==> src/rtl/parity_pkg.sv <==
// Shared types and constants for the even-parity serial transmitter.
// Pure definitions: no latency, no flow control.
package parity_pkg;

    typedef enum logic [2:0] {
        IDLE,
        START,
        DATA,
        PARITY,
        STOP
    } state_t;

    localparam logic START_BIT  = 1'b0;
    localparam logic STOP_BIT   = 1'b1;
    localparam logic IDLE_LEVEL = 1'b1;

    // Clocks from the first start-bit clock to the end of the stop bit.
    function automatic int unsigned frame_clks(input int unsigned data_w,
                                               input int unsigned clks_per_bit);
        return (data_w + 3) * clks_per_bit;
    endfunction

endpackage

==> src/rtl/bit_timer.sv <==
// Bit-period counter: bit_end strobes on the last clock of each CLKS_PER_BIT period.
// Combinational strobe from a registered count; no backpressure, idles at zero while run is low.
module bit_timer #(
    parameter int CLKS_PER_BIT = 4
) (
    input  logic clk,
    input  logic rst_n,
    input  logic run,
    input  logic restart,
    output logic bit_end
);

    localparam int CNT_W = (CLKS_PER_BIT > 1) ? $clog2(CLKS_PER_BIT) : 1;

    logic [CNT_W-1:0] cnt;

    assign bit_end = run && (cnt == CNT_W'(CLKS_PER_BIT - 1));

    always_ff @(posedge clk or negedge rst_n) begin
        if (!rst_n) begin
            cnt <= '0;
        end else if (restart || !run || bit_end) begin
            cnt <= '0;
        end else begin
            cnt <= cnt + CNT_W'(1);
        end
    end

endmodule

==> src/rtl/parity_serial_tx.sv <==
// Frames a word as start, LSB-first data, even parity, stop; tx_out low the clock after accept.
// Frame is (DATA_W+3)*CLKS_PER_BIT clocks; in_ready is high only in IDLE, so the source holds off mid-frame.
module parity_serial_tx
    import parity_pkg::*;
#(
    parameter int DATA_W       = 8,
    parameter int CLKS_PER_BIT = 4
) (
    input  logic              clk,
    input  logic              rst_n,
    input  logic              in_valid,
    input  logic [DATA_W-1:0] in_data,
    output logic              in_ready,
    output logic              tx_out,
    output logic              tx_busy,
    output logic              frame_done,
    output logic              parity_out
);

    localparam int IDX_W = (DATA_W > 1) ? $clog2(DATA_W) : 1;

    state_t            state_q, state_d;
    logic [DATA_W-1:0] shift_q, shift_d;
    logic [IDX_W-1:0]  idx_q, idx_d;
    logic              par_q, par_d;
    logic              tx_d, done_d, par_out_d;
    logic              accept, bit_end;

    assign in_ready = (state_q == IDLE);
    assign accept   = in_valid && in_ready;

    bit_timer #(
        .CLKS_PER_BIT (CLKS_PER_BIT)
    ) u_bit_timer (
        .clk     (clk),
        .rst_n   (rst_n),
        .run     (state_q != IDLE),
        .restart (accept),
        .bit_end (bit_end)
    );

    always_comb begin
        state_d   = state_q;
        shift_d   = shift_q;
        idx_d     = idx_q;
        par_d     = par_q;
        done_d    = 1'b0;
        par_out_d = parity_out;
        tx_d      = IDLE_LEVEL;

        case (state_q)
            IDLE: begin
                if (accept) begin
                    shift_d = in_data;
                    par_d   = 1'b0;
                    idx_d   = '0;
                    state_d = START;
                end
            end
            START: begin
                if (bit_end) begin
                    idx_d   = '0;
                    state_d = DATA;
                end
            end
            DATA: begin
                if (bit_end) begin
                    par_d   = par_q ^ shift_q[0];
                    shift_d = shift_q >> 1;
                    if (idx_q == IDX_W'(DATA_W - 1)) begin
                        idx_d     = '0;
                        par_out_d = par_d;
                        state_d   = PARITY;
                    end else begin
                        idx_d = idx_q + IDX_W'(1);
                    end
                end
            end
            PARITY: begin
                if (bit_end) begin
                    state_d = STOP;
                end
            end
            STOP: begin
                if (bit_end) begin
                    done_d  = 1'b1;
                    state_d = IDLE;
                end
            end
            default: state_d = IDLE;
        endcase

        // Line level is registered from the next state so it lines up with state_q.
        case (state_d)
            START:   tx_d = START_BIT;
            DATA:    tx_d = shift_d[0];
            PARITY:  tx_d = par_d;
            STOP:    tx_d = STOP_BIT;
            default: tx_d = IDLE_LEVEL;
        endcase
    end

    always_ff @(posedge clk or negedge rst_n) begin
        if (!rst_n) begin
            state_q    <= IDLE;
            shift_q    <= '0;
            idx_q      <= '0;
            par_q      <= 1'b0;
            tx_out     <= IDLE_LEVEL;
            tx_busy    <= 1'b0;
            frame_done <= 1'b0;
            parity_out <= 1'b0;
        end else begin
            state_q    <= state_d;
            shift_q    <= shift_d;
            idx_q      <= idx_d;
            par_q      <= par_d;
            tx_out     <= tx_d;
            tx_busy    <= (state_d != IDLE);
            frame_done <= done_d;
            parity_out <= par_out_d;
        end
    end

endmodule

==> config.mk <==
export PLATFORM = sky130hd
export DESIGN_NAME = parity_serial_tx
export DESIGN_NICKNAME = d
export VERILOG_FILES = /design/src/rtl/parity_pkg.sv /design/src/rtl/bit_timer.sv /design/src/rtl/parity_serial_tx.sv
export SDC_FILE = /design/constraint.sdc
export NUM_CORES = 1
export LEC_CHECK = 0
export BUFFER_PORTS_ARGS = -buffer_cell sky130_fd_sc_hd__buf_2
export CORE_MARGIN = 1.5
export CORE_UTILIZATION = 50
export CTS_CLUSTER_DIAMETER = 200
export DETAILED_ROUTE_END_ITERATION = 10
export GPL_TIMING_DRIVEN = 1
export PLACE_DENSITY = 0.75
export REMOVE_ABC_BUFFERS = 1
export SLEW_MARGIN = 0
export SYNTH_ARGS = -nofsm -noshare
export SYNTH_HDL_FRONTEND = slang
export SYNTH_SLANG_ARGS = --single-unit
==> constraint.sdc <==
create_clock -name clk -period 3.2 [get_ports clk]
set_input_delay 0.64 -clock clk [delete_from_list [all_inputs] [get_ports clk]]
set_output_delay 0.64 -clock clk [all_outputs]
set_load 0.01 [all_outputs]
==> results.sh <==
export IMPL_dieHeight_um=49.0
export IMPL_antenna_found_initial=0
export IMPL_wirelength_um=1910
export IMPL_post_drt_wl_per_cell_um=13.8
export IMPL_tightest_slew_ns=0.565
export IMPL_clock_fmax_ghz=0.476
export IMPL_rsz0062_at_grt="no"
export IMPL_place_congestion=0.741
export IMPL_htreeDepth=1
export IMPL_total_power_mw=0.566
export IMPL_path_cells="nor3_1, buf_2"
export IMPL_pwr_share_comb_pct=20.6
export IMPL_maxCapViolCount=0
export IMPL_p_sw_mw=0.168
export IMPL_switching_share_pct=29.6
export IMPL_finClkSkew_ns=0.00346
export IMPL_io_pins=16
export IMPL_rrSetupSlack_ns=1.35
export IMPL_p_leak_nw=0.535
export IMPL_status="finished clean"
export IMPL_fin_nets=127
export IMPL_clockRootBuffer="clkbuf_4"
export IMPL_synth_area_per_cell_um2=10.6
export IMPL_grt_pass1_wl_um=3220
export IMPL_ys_seq_area_share_pct=49.8
export IMPL_die_area_um2=2400
export IMPL_die_x_um=49.0
export IMPL_synth_top_area_share_pct=47.3
export IMPL_synth_edf_count=0
export IMPL_overflow=0
export IMPL_end_kind="primary output"
export IMPL_clockPowerShare_pct=22.0
export IMPL_yosys_cell_types_count=38
export IMPL_antenna_cells=0
export IMPL_p_seq_share_pct=57.4
export IMPL_clock_latency_ns=0.30
export IMPL_worstHoldPathType="input port to async pin"
export IMPL_ys_flop_type="dfrtp_1"
export IMPL_ant_nets=0
export IMPL_fin_crit_ns=2.10
export IMPL_grt_start_max_net_pins=22
export IMPL_cts_buffers_inserted=3
export IMPL_io_buffers=15
export IMPL_synthArstFlopShare_pct=100
export IMPL_slowest_stage="dfrtp_1"
export IMPL_slowest_delay_ns=0.58
export IMPL_fin_tns_setup_ns=0
export IMPL_hold_viol_final=0
export IMPL_fillers=167
export IMPL_p_int_mw=0.398
export IMPL_syn_area_um2=1060
export IMPL_start_util_pct=53.3
export IMPL_cp_num_buf_inv=1
export IMPL_ys_top_cells_by_area="dfrtp_1 (47%), nand2_1 (6.0%), a22oi_1 (4.3%), ha_1 (3.6%), dfstp_2 (2.5%)"
export IMPL_ys_warn_count=0
export IMPL_ys_ff_latch=21
export IMPL_critPathKind="flop to primary output"
export IMPL_cp_data_required_time_ns=2.56
export IMPL_cp_start_kind="flop"
export IMPL_area_growth_synth_to_final_pct=8.52
export IMPL_cts_resized=0
export IMPL_dp_hpwl_um=1400
export IMPL_drtPass1Iterations=4
export IMPL_clkSinkCount=21
export IMPL_critPathTopFamily="flip-flops"
export IMPL_cts_hold_buf=0
export IMPL_relSlewSlack_pct=62.1
export IMPL_post_cts_buffers=0
export IMPL_drive_gt1_share_pct=25.9
export IMPL_row_count=16
export IMPL_grt_usage_pct=17.7
export IMPL_vias=780
export IMPL_grt_pass1_vias=753
export IMPL_avgViaCountPerCell=5.61
export IMPL_syn_inst=100
export IMPL_cts_buffer_depth=2
export IMPL_dr_first_iter_drc_count=14
export IMPL_cts_tree="built"
export IMPL_clk_pin_slew_ns=0.11
export IMPL_ir_drop_v=0.000303
export IMPL_crit_fanout=16
export IMPL_powerDensity_nw_per_um2=494
export IMPL_fin_crit_sh_pct=65.6
export IMPL_drc=0
export IMPL_setup_viol=0
export IMPL_maxSlewViolCount=0
export IMPL_yosysTopAreaCell="dfrtp_1"
export IMPL_cp_arrival_ns=1.46
export IMPL_coreArea_um2=1980
==> through the flow <==
| stage | std cells | cell area, µm² | util (%) | worst slack (ns) | hold WS (ns) |
|---|---|---|---|---|---|
| after floorplan | 93 | 1010 | - | 1.52 | 0.344 |
| after global placement | 135 | 1120 | 56.6 | 1.45 | 0.427 |
| after detailed placement | 135 | 1120 | 56.6 | 1.37 | 0.441 |
| after CTS | 139 | 1150 | 57.9 | 1.08 | 0.286 |
| after global routing | 139 | 1150 | 57.9 | 0.989 | 0.281 |
| final | 139 | 1150 | 57.9 | 1.10 | 0.276 |
==> registers in the layout (all words and copies together) (netlist names) <==
register         cells
shift_q              8
idx_q                3
state_q              3
u_bit_timer.cnt      2
frame_done           1
par_q                1
parity_out           1
tx_busy              1
tx_out               1
==> worst register-to-register path: stages, from the launching register on <==
cell      delay [ns]
dfrtp_1         0.40
ha_1            0.35
and4bb_2        0.40
a22oi_2         0.23
o311ai_1        0.12
mux2_2          0.29
==> cells by family (layout without fill, tap and decap cells) <==
group | Yosys count | after routing | share of synthesized area [%]
flip-flops | 21 | 21 | 49.8
multiplexers | 2 | 2 | 2.13
buffers and inverters | 9 | 21 | 4.97
AND/OR/NAND/NOR | 40 | 40 | 20.5
adder cells (fa/ha/maj) | 3 | 3 | 3.55
XOR/XNOR | 2 | 2 | 1.66
AO/OA/AOI/OAI | 23 | 23 | 17.4
==> cell type report <==
class / instances / area (µm²) / area share [%]
tap: 27 / 33.8 / 2.94
timing repair buffer: 15 / 75.1 / 6.54
clock buffer: 4 / 26.3 / 2.29
sequential: 21 / 527 / 45.9
inverter: 2 / 7.51 / 0.654
multi-input combinational: 70 / 478 / 41.7
==> Yosys cell counts (2+ instances only) <==
cell / instances
dfrtp_1: 20
nand2_1: 17
a22oi_1: 6
nand3_1: 5
nor2_1: 4
buf_2: 3
ha_1: 3
nor3_1: 3
o21ai_0: 3
o31ai_1: 3
a21oi_1: 2
a22oi_2: 2
buf_4: 2
inv_1: 2
mux2_2: 2
==> worst paths after layout <==
kind	startpoint	endpoint	cells after the start
max	state_q[1]	in_ready	2
min	rst_n	state_q[0]	1
max reg2reg	u_bit_timer.cnt[0]	tx_out	5
min reg2reg	u_bit_timer.cnt[0]	u_bit_timer.cnt[0]	1
max in group asynchronous	rst_n	tx_out	1
min in group clk	u_bit_timer.cnt[0]	u_bit_timer.cnt[0]	1
==> power groups by stage <==
stage          registers, mW  clock network [mW]  logic (mW)
6_report               0.325               0.124       0.117
5_1_grt                0.329               0.144       0.130
4_1_cts                0.325               0.128       0.118
3_5_place_dp           0.331                   0       0.118
3_3_place_gp           0.329                   0       0.113
2_1_floorplan          0.327                   0      0.0785
==> layer usage <==
metal  global-route usage [%]  vias up  routed length, µm
met3                     3.99        2                 74
met2                     29.7       20                973
li1                         -      384                  -
met5                        0        -                  0
met1                     21.4      374                851
met4                     8.57        0                 12
==> cell usage in the layout (no fill, tap or decap), types with 2 or more instances in the layout <==
cell type,Yosys,final
nand2_1,17,17
clkbuf_4,0,3
a22oi_2,2,2
a22oi_1,6,6
nor3_1,3,3
mux2_2,2,2
buf_2,3,15
a21oi_1,2,2
nand3_1,5,5
inv_1,2,2
dfrtp_1,20,20
ha_1,3,3
o21ai_0,3,3
nor2_1,4,4
o31ai_1,3,3
Note: power is estimated with default switching activity, not from simulation.
